<file path="src/rtl/switch_recorder_pkg.sv">
// Shared definitions for the switch-pattern recorder/player.
// Holds the FSM state encodings and helpers that derive the entry width
// and the buffer pointer width from the top-level parameters.
package switch_recorder_pkg;

  localparam logic [1:0] ST_IDLE = 2'd0;
  localparam logic [1:0] ST_REC  = 2'd1;
  localparam logic [1:0] ST_PLAY = 2'd2;

  // One stored entry is {level vector, hold duration}.
  function automatic int ent_w(input int ch, input int dur_w);
    return ch + dur_w;
  endfunction

  function automatic int ptr_w(input int depth);
    return $clog2(depth);
  endfunction

endpackage

</file>
<file path="src/rtl/rle_buffer.sv">
// Run-length entry store: DEPTH x W register array with a single address
// shared by the synchronous write and the combinational read.
// Ports:
//   clk_i    clock
//   we_i     write enable
//   addr_i   entry address (write and read)
//   wdata_i  entry to store
//   rdata_o  entry currently addressed
module rle_buffer #(
  parameter int DEPTH = 16,
  parameter int W     = 17,
  parameter int AW    = 4
) (
  input  logic          clk_i,
  input  logic          we_i,
  input  logic [AW-1:0] addr_i,
  input  logic [W-1:0]  wdata_i,
  output logic [W-1:0]  rdata_o
);

  logic [W-1:0] mem_q [DEPTH];

  always_ff @(posedge clk_i) begin
    if (we_i) mem_q[addr_i] <= wdata_i;
  end

  assign rdata_o = mem_q[addr_i];

endmodule

</file>
<file path="src/rtl/switch_recorder.sv">
// Multi-channel switch-pattern recorder/player.
// Records synchronised switch levels as run-length entries {level, duration}
// and replays them with cycle-exact timing, once or looping.
// Ports:
//   Div_CLK      sole clock (rising edge)
//   rst_n        asynchronous active-low reset
//   sw_in        raw switch levels (asynchronous)
//   rec_start    pulse: clear buffer, start recording
//   rec_stop     pulse: end recording (flushes the open run)
//   play_start   pulse: start playback from entry 0
//   play_stop    pulse: abort playback
//   loop_en      wrap to entry 0 after the last entry
//   play_out     replayed levels (0 when not playing)
//   busy_rec     recording in progress
//   busy_play    playback in progress
//   full         buffer filled, recording stopped automatically
//   play_done    one-cycle pulse at end of non-looped playback
//   length       number of stored entries
module switch_recorder
  import switch_recorder_pkg::*;
#(
  parameter int CH    = 1,
  parameter int DEPTH = 16,
  parameter int DUR_W = 16
) (
  input  logic                     Div_CLK,
  input  logic                     rst_n,
  input  logic [CH-1:0]            sw_in,
  input  logic                     rec_start,
  input  logic                     rec_stop,
  input  logic                     play_start,
  input  logic                     play_stop,
  input  logic                     loop_en,
  output logic [CH-1:0]            play_out,
  output logic                     busy_rec,
  output logic                     busy_play,
  output logic                     full,
  output logic                     play_done,
  output logic [$clog2(DEPTH):0]   length
);

  localparam int AW = ptr_w(DEPTH);
  localparam int EW = ent_w(CH, DUR_W);
  localparam int LW = AW + 1;
  localparam logic [DUR_W-1:0] DUR_MAX = '1;

  logic [CH-1:0]    sync1_q, sync2_q;
  logic [1:0]       state_q, state_d;
  logic [LW-1:0]    len_q, len_d;
  logic             full_q, full_d;
  logic [AW-1:0]    rd_ptr_q, rd_ptr_d;
  logic [CH-1:0]    out_q, out_d;
  logic             done_q, done_d;
  logic [CH-1:0]    cur_q, cur_d;
  logic [DUR_W-1:0] dur_q, dur_d;
  logic [DUR_W-1:0] remain_q, remain_d;

  logic             we;
  logic             ld;
  logic             rd_last;
  logic [AW-1:0]    addr;
  logic [EW-1:0]    rdata;

  rle_buffer #(
    .DEPTH (DEPTH),
    .W     (EW),
    .AW    (AW)
  ) u_buf (
    .clk_i   (Div_CLK),
    .we_i    (we),
    .addr_i  (addr),
    .wdata_i ({cur_q, dur_q}),
    .rdata_o (rdata)
  );

  // The write pointer is the entry count itself; in REC it never reaches DEPTH.
  assign rd_last = ({1'b0, rd_ptr_q} == (len_q - LW'(1)));

  always_comb begin
    state_d  = state_q;
    len_d    = len_q;
    full_d   = full_q;
    rd_ptr_d = rd_ptr_q;
    out_d    = out_q;
    done_d   = 1'b0;
    cur_d    = cur_q;
    dur_d    = dur_q;
    remain_d = remain_q;
    we       = 1'b0;
    ld       = 1'b0;
    addr     = len_q[AW-1:0];

    case (state_q)
      ST_IDLE: begin
        if (rec_start) begin
          state_d = ST_REC;
          len_d   = '0;
          full_d  = 1'b0;
          cur_d   = sync2_q;
          dur_d   = DUR_W'(1);
        end else if (play_start && (len_q != '0)) begin
          state_d  = ST_PLAY;
          addr     = '0;
          rd_ptr_d = '0;
          ld       = 1'b1;
        end
      end

      ST_REC: begin
        if (rec_stop) begin
          we      = 1'b1;
          len_d   = len_q + LW'(1);
          state_d = ST_IDLE;
          if (len_q == LW'(DEPTH - 1)) full_d = 1'b1;
        end else if ((sync2_q == cur_q) && (dur_q != DUR_MAX)) begin
          dur_d = dur_q + DUR_W'(1);
        end else begin
          // Level change or saturated run: close the run and open a new one.
          we    = 1'b1;
          len_d = len_q + LW'(1);
          cur_d = sync2_q;
          dur_d = DUR_W'(1);
          if (len_q == LW'(DEPTH - 1)) begin
            full_d  = 1'b1;
            state_d = ST_IDLE;
          end
        end
      end

      ST_PLAY: begin
        if (rec_start) begin
          state_d = ST_REC;
          len_d   = '0;
          full_d  = 1'b0;
          cur_d   = sync2_q;
          dur_d   = DUR_W'(1);
          out_d   = '0;
        end else if (play_stop) begin
          state_d = ST_IDLE;
          out_d   = '0;
        end else if (remain_q == DUR_W'(1)) begin
          // Last cycle of this entry: fetch the next one so there is no gap.
          if (!rd_last) begin
            addr     = rd_ptr_q + AW'(1);
            rd_ptr_d = rd_ptr_q + AW'(1);
            ld       = 1'b1;
          end else if (loop_en) begin
            addr     = '0;
            rd_ptr_d = '0;
            ld       = 1'b1;
          end else begin
            state_d = ST_IDLE;
            out_d   = '0;
            done_d  = 1'b1;
          end
        end else begin
          remain_d = remain_q - DUR_W'(1);
        end
      end

      default: state_d = ST_IDLE;
    endcase

    if (ld) begin
      out_d    = rdata[EW-1 -: CH];
      remain_d = rdata[DUR_W-1:0];
    end
  end

  always_ff @(posedge Div_CLK or negedge rst_n) begin
    if (!rst_n) begin
      sync1_q  <= '0;
      sync2_q  <= '0;
      state_q  <= ST_IDLE;
      len_q    <= '0;
      full_q   <= 1'b0;
      rd_ptr_q <= '0;
      out_q    <= '0;
      done_q   <= 1'b0;
    end else begin
      sync1_q  <= sw_in;
      sync2_q  <= sync1_q;
      state_q  <= state_d;
      len_q    <= len_d;
      full_q   <= full_d;
      rd_ptr_q <= rd_ptr_d;
      out_q    <= out_d;
      done_q   <= done_d;
    end
  end

  // Run and countdown registers are only meaningful inside REC/PLAY.
  always_ff @(posedge Div_CLK) begin
    cur_q    <= cur_d;
    dur_q    <= dur_d;
    remain_q <= remain_d;
  end

  assign play_out  = out_q;
  assign busy_rec  = (state_q == ST_REC);
  assign busy_play = (state_q == ST_PLAY);
  assign full      = full_q;
  assign play_done = done_q;
  assign length    = len_q;

endmodule
</file>
<file path="config.mk">
export PLATFORM = sky130hd
export DESIGN_NAME = switch_recorder
export DESIGN_NICKNAME = d
export VERILOG_FILES = /design/src/rtl/switch_recorder_pkg.sv /design/src/rtl/rle_buffer.sv /design/src/rtl/switch_recorder.sv
export SDC_FILE = /design/constraint.sdc
export NUM_CORES = 1
export LEC_CHECK = 0
export ABC_AREA = 1
export BUFFER_PORTS_ARGS = -buffer_cell sky130_fd_sc_hd__buf_2
export CORE_ASPECT_RATIO = 1.25
export CORE_MARGIN = 3
export CORE_UTILIZATION = 35
export CTS_CLUSTER_DIAMETER = 100
export DETAILED_ROUTE_END_ITERATION = 8
export GPL_ROUTABILITY_DRIVEN = 0
export GPL_TIMING_DRIVEN = 0
export PLACE_DENSITY_LB_ADDON = 0.05
export SLEW_MARGIN = 20
export SYNTH_ARGS = -nofsm -noshare
export SYNTH_HDL_FRONTEND = slang
export SYNTH_HIERARCHICAL = 1
export SYNTH_SLANG_ARGS = --single-unit
</file>
<file path="constraint.sdc">
create_clock -name Div_CLK -period 8.1 [get_ports Div_CLK]
set_input_delay 0.405 -clock Div_CLK [delete_from_list [all_inputs] [get_ports Div_CLK]]
set_output_delay 0.405 -clock Div_CLK [all_outputs]
set_load 0.01 [all_outputs]
</file>
# Word-level counts from Yosys, hierarchy flattened
# Memory sizes are Yosys's and may differ from the RTL's.
# Index checks and enable logic that the tools add are counted.
# word_totals
regBits	49
mem_bits_rw	272
in_bits	8
memories	1
# mem_list
memory	depth	width	read_ports	rd_ports_with_merged_regs	wr	line	source
u_buf.mem_q	16	17	1	0	1	rle_buffer.sv:21	logic [W-1:0] mem_q [DEPTH];
# classes
n_addsub	5
eq_ne	26
n_mux	75
n_reduce_logical	17
# op_table
operator	n
16-bit two-way mux	8
4-bit two-way mux	14
1-bit two-way mux	32
16-bit case mux with 2 select lines	1
2-bit two-way mux	10
16-bit by 1-bit adder with 16-bit output, second input constant	1
16-bit by 1-bit equality test with 1-bit output, second input constant	1
16-bit inequality test, second input constant	1
4-bit case mux with 2 select lines	2
16-bit by 1-bit subtractor with 16-bit output, second input constant	1
5-bit two-way mux	3
2-bit inequality test, second input constant	7
4-bit by 3-bit inequality test with 1-bit output, second input constant	3
4-bit AND reduction	3
5-bit case mux with 2 select lines	1
3-bit inequality test, second input constant	3
2-bit by 1-bit inequality test with 1-bit output, second input constant	4
4-bit nonzero test	2
7-bit AND reduction	1
1-bit case mux with 2 select lines	3
2-bit case mux with 3 select lines	1
3-bit AND reduction	2
6-bit AND reduction	1
2-bit nonzero test	3
other kinds (14)	15

# Longest topological paths before layout
# Gate-level depths: netlist of run 1.
# logic_depth
word_depth	9
depth_mapped	27

# By module
# The synthesis of run 1 kept the hierarchy.
# modules_own_cells
module	n_inst	cells_each	area_each_um2	seq_area_each_um2
rle_buffer	1	1117	11419.7	8167.8
switch_recorder	1	368	2975.4	1391.3

# Worst setup path before layout of run 1
# OpenSTA, ideal clock, no wires.
# synth_path
path_kind	register to register
from	register len_q[0] (netlist: length[0])
to	memory u_buf.mem_q[4][0], enable pin
t_arrival_ps	3255
required_ps	7710
slack_ps	4455
stages_incl_launch_ff	19
path_buffers	3
period_less_slack_ps	3645
path_cell_list	dfrtp_1 inv_2 ha_1 nand2_1 inv_1 nor2_1 nand3_1 nor2_2 nand3_1 nand3_1 nand2_2 buf_6 buf_6 o21ai_2 inv_1 nor2_2 buf_2 inv_1 nor2_1
# synth_via
elab_chain_cells	7
elab_cells_between_ends	12
classes_between	add/sub: 1; eq/ne: 1; mux: 8; reduce/logical: 2
# synth_lines
element	line	source
start, declared	switch_recorder.sv:49	logic [LW-1:0] len_q, len_d;
start signal, assigned	switch_recorder.sv:184	len_q <= len_d;
5-bit by 1-bit subtractor with 5-bit output	switch_recorder.sv:77	assign rd_last = ({1'b0, rd_ptr_q} == (len_q - LW'(1)));
4-bit by 5-bit equality test with 1-bit output	switch_recorder.sv:77	
4-bit two-way mux	switch_recorder.sv:143	if (!rd_last) begin
4-bit two-way mux	switch_recorder.sv:141	end else if (remain_q == DUR_W'(1)) begin
4-bit two-way mux	switch_recorder.sv:138	end else if (play_stop) begin
4-bit two-way mux	switch_recorder.sv:131	if (rec_start) begin
4-bit case mux with 2 select lines (*)	switch_recorder.sv:93	case (state_q)
via addr[2]	switch_recorder.sv:61	logic [AW-1:0] addr;
end, declared	rle_buffer.sv:21	
# Mark *: on every way through the listed nets, which the timed path passes. The rest lies on a longest branch.

# Worst setup path in the final report of run 1
# layout_path
from	register len_q[0] (netlist: length[0])
to	memory u_buf.mem_q[10][10], enable pin
# The elaborated chain is that of the path after synthesis.

==> results.sh, run 1 <==
export IMPL_synthesis_area_um2=14400
export IMPL_clk_pin_slew_worst_paths_ns=0.05
export IMPL_cts_buffers_inserted=36
export IMPL_first_pass_iters=5
export IMPL_fmax_ghz=0.224
export IMPL_final_period_utilization_pct=55.2
export IMPL_ios=18
export IMPL_hold_class="in -> reg"
export IMPL_htreeDepth=2
export IMPL_dieArea_um2=43600
export IMPL_synth_most_common_cell="nand2_1"
export IMPL_vdd_drop_max_v=0.000130
export IMPL_rsz0062_at_grt="false"
export IMPL_async_flop_share_pct=4.98
export IMPL_worst_path_max_fanout=11
export IMPL_outcome="finished clean"
export IMPL_worst_path_largest_cell_delay_ns=0.70
export IMPL_cts_setup_buffers=0
export IMPL_cts_tree="yes"
export IMPL_drt_iter0_drc=636
export IMPL_setup_viol=0
export IMPL_grt_max_degree=22
export IMPL_antenna_found_initial=0
export IMPL_maxSlewViolCount=0
export IMPL_clock_skew_ns=0.0119
export IMPL_cts_root_buf="clkbuf_16"
export IMPL_synth_fa_ha_area_share_pct=0.608
export IMPL_synth_seq_cells=321
export IMPL_via_count=10000
export IMPL_synthXorXnorAreaFrac_pct=1.40
export IMPL_wl_per_cell_um=19.2
export IMPL_yosysTopAreaCellShare_pct=63.6
export IMPL_nets=1575
export IMPL_path_class="reg -> reg"
export IMPL_syn_inst=1485
export IMPL_grt_remaining_overflow=0
export IMPL_clock_sinks=321
export IMPL_synth_simple_area_share_pct=25.8
export IMPL_endpoint_kind="register"
export IMPL_initial_core_util_pct=35.7
export IMPL_diodes=0
export IMPL_synth_edf_count=305
export IMPL_setup_ws_ns=3.63
export IMPL_yosys_warnings=6
export IMPL_slowest_stage="nor2_2"
export IMPL_place_ws_ns=3.52
export IMPL_synth_compound_area_share_pct=1.60
export IMPL_syn2layout_area_growth_pct=14.8
export IMPL_drv_cap=0
export IMPL_vias_per_cell=4.71
export IMPL_insertion_delay_ns=0.52
export IMPL_wirelength_um=40900
export IMPL_power_leakage_nw=6.84
export IMPL_clockBufferDepth=3
export IMPL_n_fill_cell=3989
export IMPL_finalSetupTns_ns=0
export IMPL_cp_data_arrival_time_ns=4.70
export IMPL_core_um2=40300
export IMPL_avgSynthCellArea_um2=9.69
export IMPL_final_hold_violation_count=0
export IMPL_slew_headroom_pct=29.8
export IMPL_dp_hpwl_um=27600
export IMPL_tightest_slew_ns=1.05
export IMPL_crit_chain="inv_2 -> ha_1 -> nand2_1 -> inv_1 -> nor2_1 -> nand3_1 -> nor2_2 -> nand3_1 -> nand3_1 -> nand2_2 -> buf_6 -> buf_6 -> o21ai_2 -> buf_2 -> clkbuf_1 -> nand3_1 -> nor2_2 -> buf_6"
export IMPL_worstPathRequired_ns=8.33
export IMPL_grt_pass1_vias=9830
export IMPL_drcViolationCount=0
export IMPL_syn_num_nets=1500
export IMPL_synth_area_leaders="edfxtp_1 64%, nand2_1 22%, dfrtp_1 2.8%"
export IMPL_die_w_um=187
export IMPL_crit_path_frequent_cell="nand3_1"
export IMPL_grt_pass1_wl_um=61000
export IMPL_fin_crit_ns=4.47
export IMPL_ys_seq_area_share_pct=66.4
export IMPL_drive_gt1_share_pct=10.2
export IMPL_synth_top_area_cell="edfxtp_1"
export IMPL_die_h_um=233
export IMPL_synth_top_family_by_area="simple AND/OR/NAND/NOR gates"
export IMPL_yosys_mux_area_fraction_pct=0
export IMPL_yosys_top_cells_count="835 x nand2_1, 305 x edfxtp_1, 68 x inv_1, 60 x nor2_1"
export IMPL_cp_start_kind="register"
export IMPL_powerDensity_nw_per_um2=355
export IMPL_core_rowCount=82
export IMPL_antenna_left=0
export IMPL_grt_util_all_layers_pct=18.8
export IMPL_synth_distinct_cells=34
export IMPL_synth_ff_type="edfxtp_1"
export IMPL_io_buffers=17
==> logic make-up after synthesis <==
| logic type | Yosys count |
|---|---|
| xor gates and xnor gates | 23 |
| buffers and inverters | 134 |
| AOI/OAI and AO/OA | 43 |
| DFF | 321 |
| and+or+nand+nor | 957 |
| adders and majority gates | 7 |
==> path summary, 6_finish.rpt <==
path	slack, ns	start	endpoint	cells past startpoint
worst max-delay path	3.63	length[0]	u_buf/mem_q[10][10]	18
worst min-delay path	0.20	rec_stop	state_q[0]	2
worst max register to register	3.63	length[0]	u_buf/mem_q[10][10]	18
worst min register to register	0.35	sync1_q	sync2_q	0
max in group asynchronous	7.46	rst_n	sync2_q	2
min in group asynchronous	0.35	rst_n	length[2]	2
==> worst max-delay path: cells and delay by family, from the launching register on <==
family	cells	cell delay (ns)
buf+inv	7	1.42
fa+ha+maj	1	0.35
compound gates	1	0.11
simple gates	9	1.82
flops	1	0.48
==> stage by stage <==
step	power, mW	instance area [um^2]	utilization [%]	instances	hold slack [ns]
final	5.87	16500	41.0	2128	0.204
after global routing	6.26	16500	41.0	2128	0.217
after CTS	5.95	16500	41.0	2128	0.186
after detailed placement	4.42	15400	38.3	2066	0.347
after global placement	4.39	15200	37.6	2048	0.333
after floorplan	3.59	14400	-	1485	0.109
==> area by class of cell <==
cell class	count	area [um^2]	area share (%)
Tap cell	546	683	4.14
Inverter	77	289	1.75
Clock buffer	46	970	5.87
Clock inverter	14	90.1	0.545
Buffer	57	314	1.90
Timing Repair Buffer	37	334	2.02
Sequential cell	321	9560	57.9
Multi-Input combinational cell	1030	4280	25.9
==> sequential cells by signal (all words and copies together), names as in the netlist <==
name,cells
sync2_q,1
state_q,2
full,1
play_out,1
play_done,1
u_buf/mem_q,272
cur_q,1
remain_q,16
sync1_q,1
rd_ptr_q,4
length,5
dur_q,16
==> repair_timing <==
item / CTS / global route
hold buffers: 2 / 0
hold endpoints to repair: 17 / 0
resized for setup: 0 / 0
==> power breakdown <==
| part | internal [mW] | switching, mW | leakage (nW) | total (mW) |
|---|---|---|---|---|
| registers | 2.19 | 0.326 | 2.99 | 2.52 |
| logic | 0.531 | 1.31 | 3.32 | 1.84 |
| clock network | 0.873 | 0.639 | 0.522 | 1.51 |
| total | 3.59 | 2.28 | 6.84 | 5.87 |
==> placed cells by master (no fill, tap or decap), types with 2 or more instances in the layout <==
cell type      netlist  layout
a21oi_1             10      10
buf_2               28      45
buf_4               13      13
buf_6                2      13
buf_8                0       7
clkbuf_1            12      20
clkbuf_16            0      37
clkinv_1             2       9
clkinv_2             0       5
dfrtp_1             16      16
dlygate4sd3_1        0       2
edfxtp_1           305     305
ha_1                 7       7
inv_1               68      68
inv_2                7       7
nand2_1            835     835
nand3_1             28      28
nand3b_1             2       2
nand4_1              7       7
nor2_1              60      44
nor2_2               5      21
nor3_1               8       8
nor3b_1              3       3
nor4_1               2       2
o21ai_0             23      21
o21ai_1              6       6
o21ai_2              3       5
or2_2                2       2
xnor2_1             10      10
xor2_1              13      13
==> routing by layer <==
layer / track usage, % / share of wire [%] / up-vias
met2: 33.0 / 50 / 179
met4: 5.49 / 2.5 / 0
met3: 2.94 / 4.0 / 50
li1: - / - / 4941
met1: 24.1 / 43 / 4852
met5: 0 / 0 / -
Note: power is estimated with default switching activity, not from simulation.
==> inputs of run 2 (changes only) <==
--- a/config.mk
+++ b/config.mk
@@ -5,7 +5,7 @@
 export SDC_FILE = /design/constraint.sdc
 export NUM_CORES = 1
 export LEC_CHECK = 0
-export ABC_AREA = 1
+export ABC_AREA = 0
 export BUFFER_PORTS_ARGS = -buffer_cell sky130_fd_sc_hd__buf_2
 export CORE_ASPECT_RATIO = 1.25
 export CORE_MARGIN = 3
==> constraint.sdc (replaced) <==
create_clock -name Div_CLK -period 4.3 [get_ports Div_CLK]
set_input_delay 0.215 -clock Div_CLK [delete_from_list [all_inputs] [get_ports Div_CLK]]
set_output_delay 0.215 -clock Div_CLK [all_outputs]
set_load 0.01 [all_outputs]
==> results.sh, run 2 <==
export IMPL_postLayoutCellArea_um2=15600
export IMPL_yosys_top_cells_count="305 x edfxtp_1, 68 x mux4_2, 53 x nor2_1, 50 x nand2_1, 34 x a22oi_1"
export IMPL_syn_inst=714
export IMPL_dp_cells=1223
export IMPL_ys_seq_area_share_pct=72.9
export IMPL_antenna_found_initial=1
export IMPL_drive_gt1_share_pct=30.1
export IMPL_path_class="reg -> reg"
export IMPL_ios=18
export IMPL_worstPathRequired_ns=4.57
export IMPL_final_cell_mix="305 x edfxtp_1, 68 x mux4_2, 46 x nand2_1, 40 x nor2_1, 37 x clkbuf_16"
export IMPL_dp_hpwl_um=20900
export IMPL_initial_core_util_pct=35.8
export IMPL_final_period_utilization_pct=95.1
export IMPL_cts_tree="yes"
export IMPL_drcViolationCount=0
export IMPL_grt_met1_usage_pct=19.8
export IMPL_synth_most_common_cell="edfxtp_1"
export IMPL_wl_per_cell_um=24.1
export IMPL_cp_start_kind="register"
export IMPL_synth_edf_count=305
export IMPL_synth_compound_area_share_pct=4.21
export IMPL_power_leakage_nw=5.01
export IMPL_setup_viol=0
export IMPL_vdd_drop_max_v=0.000204
export IMPL_synthXorXnorAreaFrac_pct=2.34
export IMPL_syn_num_nets=729
export IMPL_clock_sinks=321
export IMPL_synth_simple_area_share_pct=6.07
export IMPL_synth_area_leaders="edfxtp_1 70%, mux4_2 12%, dfrtp_1 3.1%"
export IMPL_cts_root_buf="clkbuf_16"
export IMPL_synth_distinct_cells=59
export IMPL_dieArea_um2=39800
export IMPL_grt_remaining_overflow=0
export IMPL_worst_path_max_fanout=10
export IMPL_insertion_delay_ns=0.52
export IMPL_regMostFlops="u_buf/mem_q"
export IMPL_synthesis_area_um2=13100
export IMPL_die_h_um=222
export IMPL_powerDensity_nw_per_um2=590
export IMPL_drt_iter0_drc=401
export IMPL_avgSynthCellArea_um2=18.4
export IMPL_via_count=6786
export IMPL_endpoint_kind="register"
export IMPL_grt_util_all_layers_pct=16.3
export IMPL_wirelength_um=31500
export IMPL_grtUsageMet3_pct=3.32
export IMPL_first_pass_iters=4
export IMPL_grt_pass1_wl_um=46800
export IMPL_die_w_um=179
export IMPL_syn2layout_area_growth_pct=18.9
export IMPL_outcome="finished clean"
export IMPL_hold_class="in -> reg"
export IMPL_synth_ff_type="edfxtp_1"
export IMPL_synth_seq_cells=321
export IMPL_diodes=0
export IMPL_grt_max_degree=22
export IMPL_finalNonFillerCells=1307
export IMPL_tightest_slew_ns=0.776
export IMPL_core_um2=36600
export IMPL_io_buffers=17
export IMPL_drv_cap=0
export IMPL_layout_top_registers="u_buf/mem_q x272, dur_q x16, remain_q x16"
export IMPL_final_common_cell="edfxtp_1"
export IMPL_yosysTopAreaCellShare_pct=69.9
export IMPL_cp_data_arrival_time_ns=4.36
export IMPL_final_hold_violation_count=0
export IMPL_synth_top_area_cell="edfxtp_1"
export IMPL_clock_skew_ns=0.0160
export IMPL_yosys_warnings=6
export IMPL_fmax_ghz=0.245
export IMPL_clk_pin_slew_worst_paths_ns=0.06
export IMPL_maxSlewViolCount=0
export IMPL_nets=820
export IMPL_antenna_left=0
export IMPL_async_flop_share_pct=4.98
export IMPL_cts_buffers_inserted=35
export IMPL_rsz0062_at_grt="true"
export IMPL_synth_top_family_by_area="multiplexers"
export IMPL_gr_usage_met2_pct=28.4
export IMPL_slew_headroom_pct=48.2
export IMPL_place_area_um2=14000
export IMPL_core_rowCount=78
export IMPL_fin_crit_ns=4.09
export IMPL_yosys_mux_area_fraction_pct=12.0
export IMPL_clockBufferDepth=3
export IMPL_synth_fa_ha_area_share_pct=0.668
export IMPL_largest_reg_flops=272
export IMPL_grt_pass1_vias=7236
export IMPL_htreeDepth=2
export IMPL_grt_busiest_layer="met2"
export IMPL_vias_per_cell=5.19
run 2: cell types whose count changed after synthesis, sizes merged, moves of 16 or more:
cell	before	now
nand2	836	50
nand3	28	12
a22oi	0	34
mux4	0	68
o21ai	32	8
inv	75	10
buf	44	22
run 2: cells by family after synthesis:
family,Yosys count
adder cells (fa/ha/maj),7
flip-flops,321
buffers and inverters,41
multiplexers,72
XOR/XNOR,35
AO/OA/AOI/OAI,74
AND/OR/NAND/NOR,164
run 2: where the power goes:
part           switching [mW]  total (mW)  internal [mW]
logic                    1.27        2.29           1.02
registers               0.273        4.08           3.80
clock network            1.14        2.82           1.67
total                    2.69        9.19           6.50
run 2: repair_timing:
action                     CTS  global route
hold endpoints to repair    18             0
setup endpoints to repair  202           139
pin swaps                    6             3
hold buffers                 3             0
buffers inserted            10            13
resized for setup           30            25
run 2: area by class of cell:
cell class	instances	area, um^2
Inverter	10	37.5
Clock inverter	16	119
Buffer	30	235
Fill cell	3262	21000
Timing Repair Buffer	55	536
Clock buffer	43	948
Sequential cell	321	9560
Multi-Input combinational cell	352	3550
Tap cell	480	601
run 2: path summary, 6_finish.rpt:
| check | slack [ns] | depth (start not counted) | from | endpoint |
|---|---|---|---|---|
| min | 0.05 | 4 | loop_en | play_done |
| max in group asynchronous | 3.82 | 2 | rst_n | length[0] |
| max | 0.21 | 15 | length[0] | remain_q[14] |
| max reg2reg | 0.21 | 15 | length[0] | remain_q[14] |
| min in group asynchronous | 0.16 | 2 | rst_n | rd_ptr_q[3] |
| min reg2reg | 0.37 | 0 | sync1_q | sync2_q |
run 2: metrics by stage:
| stage | util, % | setup slack, ns | total power [mW] | TNS [ns] | hold slack [ns] |
|---|---|---|---|---|---|
| 2_1_floorplan | - | 0.328 | 5.42 | 0 | -0.0806 |
| 6_report | 42.6 | 0.210 | 9.19 | 0 | 0.0476 |
| 3_3_place_gp | 37.7 | -1.36 | 6.19 | -273.25 | 0.153 |
| 4_1_cts | 42.1 | 0.000651 | 9.24 | 0 | 0.00303 |
| 3_5_place_dp | 38.3 | -0.427 | 6.29 | -55.07 | 0.158 |
| 5_1_grt | 42.6 | -0.0218 | 9.63 | -0.0231 | 0.0417 |
run 2: metal layers:
| layer | routed length, um | up-vias | share of wire [%] |
|---|---|---|---|
| li1 | - | 3028 | - |
| met1 | 12500 | 3578 | 40 |
| met2 | 16700 | 122 | 53 |
| met3 | 1200 | 56 | 3.8 |
| met4 | 1070 | 2 | 3.4 |
| met5 | 11 | - | 0.035 |
run 2: critical path, stage by stage, from the launching register on:
cell and delay [ns]:
dfrtp_2 0.46, inv_2 0.12, ha_1 0.22, or3b_1 0.39, nor2_1 0.19, o211ai_2 0.16
a21boi_4 0.22, buf_6 0.17, inv_2 0.08, o22ai_1 0.29, clkbuf_2 0.44, mux4_2 0.38
a22oi_1 0.32, nand2_1 0.20, nor2_1 0.14, a21oi_1 0.05
==> inputs of run 3 (changes only) <==
--- a/config.mk
+++ b/config.mk
@@ -6,12 +6,12 @@
 export NUM_CORES = 1
 export LEC_CHECK = 0
 export ABC_AREA = 0
-export BUFFER_PORTS_ARGS = -buffer_cell sky130_fd_sc_hd__buf_2
 export CORE_ASPECT_RATIO = 1.25
-export CORE_MARGIN = 3
+export CORE_MARGIN = 5
 export CORE_UTILIZATION = 35
 export CTS_CLUSTER_DIAMETER = 100
 export DETAILED_ROUTE_END_ITERATION = 8
+export DONT_BUFFER_PORTS = 1
 export GPL_ROUTABILITY_DRIVEN = 0
 export GPL_TIMING_DRIVEN = 0
 export PLACE_DENSITY_LB_ADDON = 0.05
==> results.sh, run 3 (synthesized netlist as in run 2, its figures left out) <==
export IMPL_antenna_found_initial=0
export IMPL_grt_pass1_wl_um=48000
export IMPL_worstPathRequired_ns=4.57
export IMPL_dp_cells=1214
export IMPL_fin_util_pct=41.8
export IMPL_regMostFlops="u_buf/mem_q"
export IMPL_nets=798
export IMPL_io_buffers=0
export IMPL_insertion_delay_ns=0.52
export IMPL_grt_util_all_layers_pct=15.8
export IMPL_core_um2=37200
export IMPL_grt_remaining_overflow=0
export IMPL_final_common_cell="edfxtp_1"
export IMPL_drt_iter0_drc=389
export IMPL_dp_hpwl_um=21400
export IMPL_finalNonFillerCells=1294
export IMPL_maxSlewViolCount=0
export IMPL_slew_headroom_pct=46.6
export IMPL_initial_core_util_pct=35.3
export IMPL_clock_skew_ns=0.0161
export IMPL_slowest_stage="or4_4"
export IMPL_grt_pass1_vias=7375
export IMPL_drv_cap=0
export IMPL_grt_max_degree=22
export IMPL_cts_buffers_inserted=35
export IMPL_wirelength_um=32200
export IMPL_vdd_drop_max_v=0.000261
export IMPL_path_buf_inv=4
export IMPL_powerDensity_nw_per_um2=602
export IMPL_syn2layout_area_growth_pct=18.5
export IMPL_cts_root_buf="clkbuf_16"
export IMPL_final_cell_mix="305 x edfxtp_1, 68 x mux4_2, 47 x nand2_1, 39 x nor2_1, 35 x clkbuf_16"
export IMPL_fmax_ghz=0.240
export IMPL_outcome="finished clean"
export IMPL_hold_class="in -> reg"
export IMPL_htreeDepth=2
export IMPL_clock_sinks=321
export IMPL_cp_start_kind="register"
export IMPL_crit_chain="inv_2 -> ha_2 -> xnor2_1 -> nor2_1 -> o211ai_1 -> nand2_1 -> or4_4 -> o22ai_4 -> buf_6 -> buf_4 -> buf_12 -> mux4_2 -> a22oi_1 -> nand2_2 -> nor2_1 -> a21oi_1"
export IMPL_final_period_utilization_pct=96.7
export IMPL_wl_per_cell_um=24.9
export IMPL_vias_per_cell=5.19
export IMPL_die_w_um=183
export IMPL_first_pass_iters=4
export IMPL_setup_viol=0
export IMPL_worst_path_max_fanout=10
export IMPL_path_class="reg -> reg"
export IMPL_layout_top_registers="u_buf/mem_q x272, dur_q x16, remain_q x16"
export IMPL_clk_pin_slew_worst_paths_ns=0.07
export IMPL_ios=18
export IMPL_fin_crit_ns=4.16
export IMPL_cp_data_arrival_time_ns=4.43
export IMPL_clockBufferDepth=3
export IMPL_endpoint_kind="register"
export IMPL_power_leakage_nw=4.93
export IMPL_tightest_slew_ns=0.801
export IMPL_crit_path_frequent_cell="nor2_1"
export IMPL_final_hold_violation_count=0
export IMPL_cpLargestDelayFamily="simple AND/OR/NAND/NOR gates"
export IMPL_diodes=0
export IMPL_largest_reg_flops=272
export IMPL_core_rowCount=79
export IMPL_dieArea_um2=41400
export IMPL_via_count=6710
export IMPL_drcViolationCount=0
export IMPL_worst_path_largest_cell_delay_ns=0.53
export IMPL_drive_gt1_share_pct=28.1
export IMPL_antenna_left=0
export IMPL_cts_tree="yes"
export IMPL_die_h_um=226
run 3: cell type report:
type / count / area (um^2)
Buffer: 31 / 249
Clock buffer: 42 / 902
Clock inverter: 20 / 233
Sequential cell: 321 / 9560
Multi-Input combinational cell: 352 / 3530
Tap cell: 486 / 608
Timing Repair Buffer: 32 / 400
Fill cell: 3379 / 21600
Inverter: 10 / 37.5
run 3: final timing paths:
| kind | startpoint | end | slack (ns) | cells past startpoint |
|---|---|---|---|---|
| min in group asynchronous | rst_n | rd_ptr_q[2] | 0.22 | 1 |
| worst min-delay path | play_stop | play_done | 0.06 | 4 |
| max in group asynchronous | rst_n | length[1] | 3.54 | 1 |
| worst max-delay path | length[0] | remain_q[9] | 0.14 | 16 |
| worst max register to register | length[0] | remain_q[9] | 0.14 | 16 |
| worst min register to register | sync1_q | sync2_q | 0.37 | 0 |
run 3: worst min-delay path, delay by kind of cell:
kind | cells | cell delay, ns
and+or+nand+nor | 4 | 0.33
run 3: power by group:
| part | internal, mW | leakage (nW) | total [mW] | switching, mW |
|---|---|---|---|---|
| Combinational | 0.992 | 1.38 | 2.25 | 1.25 |
| Sequential | 3.80 | 2.99 | 4.09 | 0.291 |
| Clock | 1.80 | 0.555 | 3.01 | 1.21 |
run 3: timing repair:
item / CTS / global route
resized for setup: 29 / 27
endpoints found under the setup margin: 230 / 118
setup buffers: 9 / 2
endpoints found under the hold margin: 24 / 0
hold buffers: 7 / 0
pin swaps: 7 / 2
run 3: metal layers:
layer	up-vias	track usage, %	wire [um]
met4	0	4.59	755
met1	3540	19.2	12600
met2	138	28.9	17300
met3	47	2.58	1480
met5	-	0	0
li1	2985	-	-
run 3: metrics by stage:
| stage | worst slack, ns | total power, mW | setup TNS (ns) | hold slack, ns | area, um^2 |
|---|---|---|---|---|---|
| 2_1_floorplan | 0.328 | 5.42 | 0 | -0.0806 | 13100 |
| 3_3_place_gp | -1.40 | 6.17 | -291.97 | -0.0801 | 13700 |
| 3_5_place_dp | -0.575 | 6.27 | -68.62 | -0.0801 | 14000 |
| 4_1_cts | -0.00459 | 9.42 | -0.00459 | 0.00807 | 15400 |
| 5_1_grt | -0.0148 | 9.78 | -0.0672 | 0.0710 | 15500 |
| 6_report | 0.141 | 9.35 | 0 | 0.0648 | 15500 |
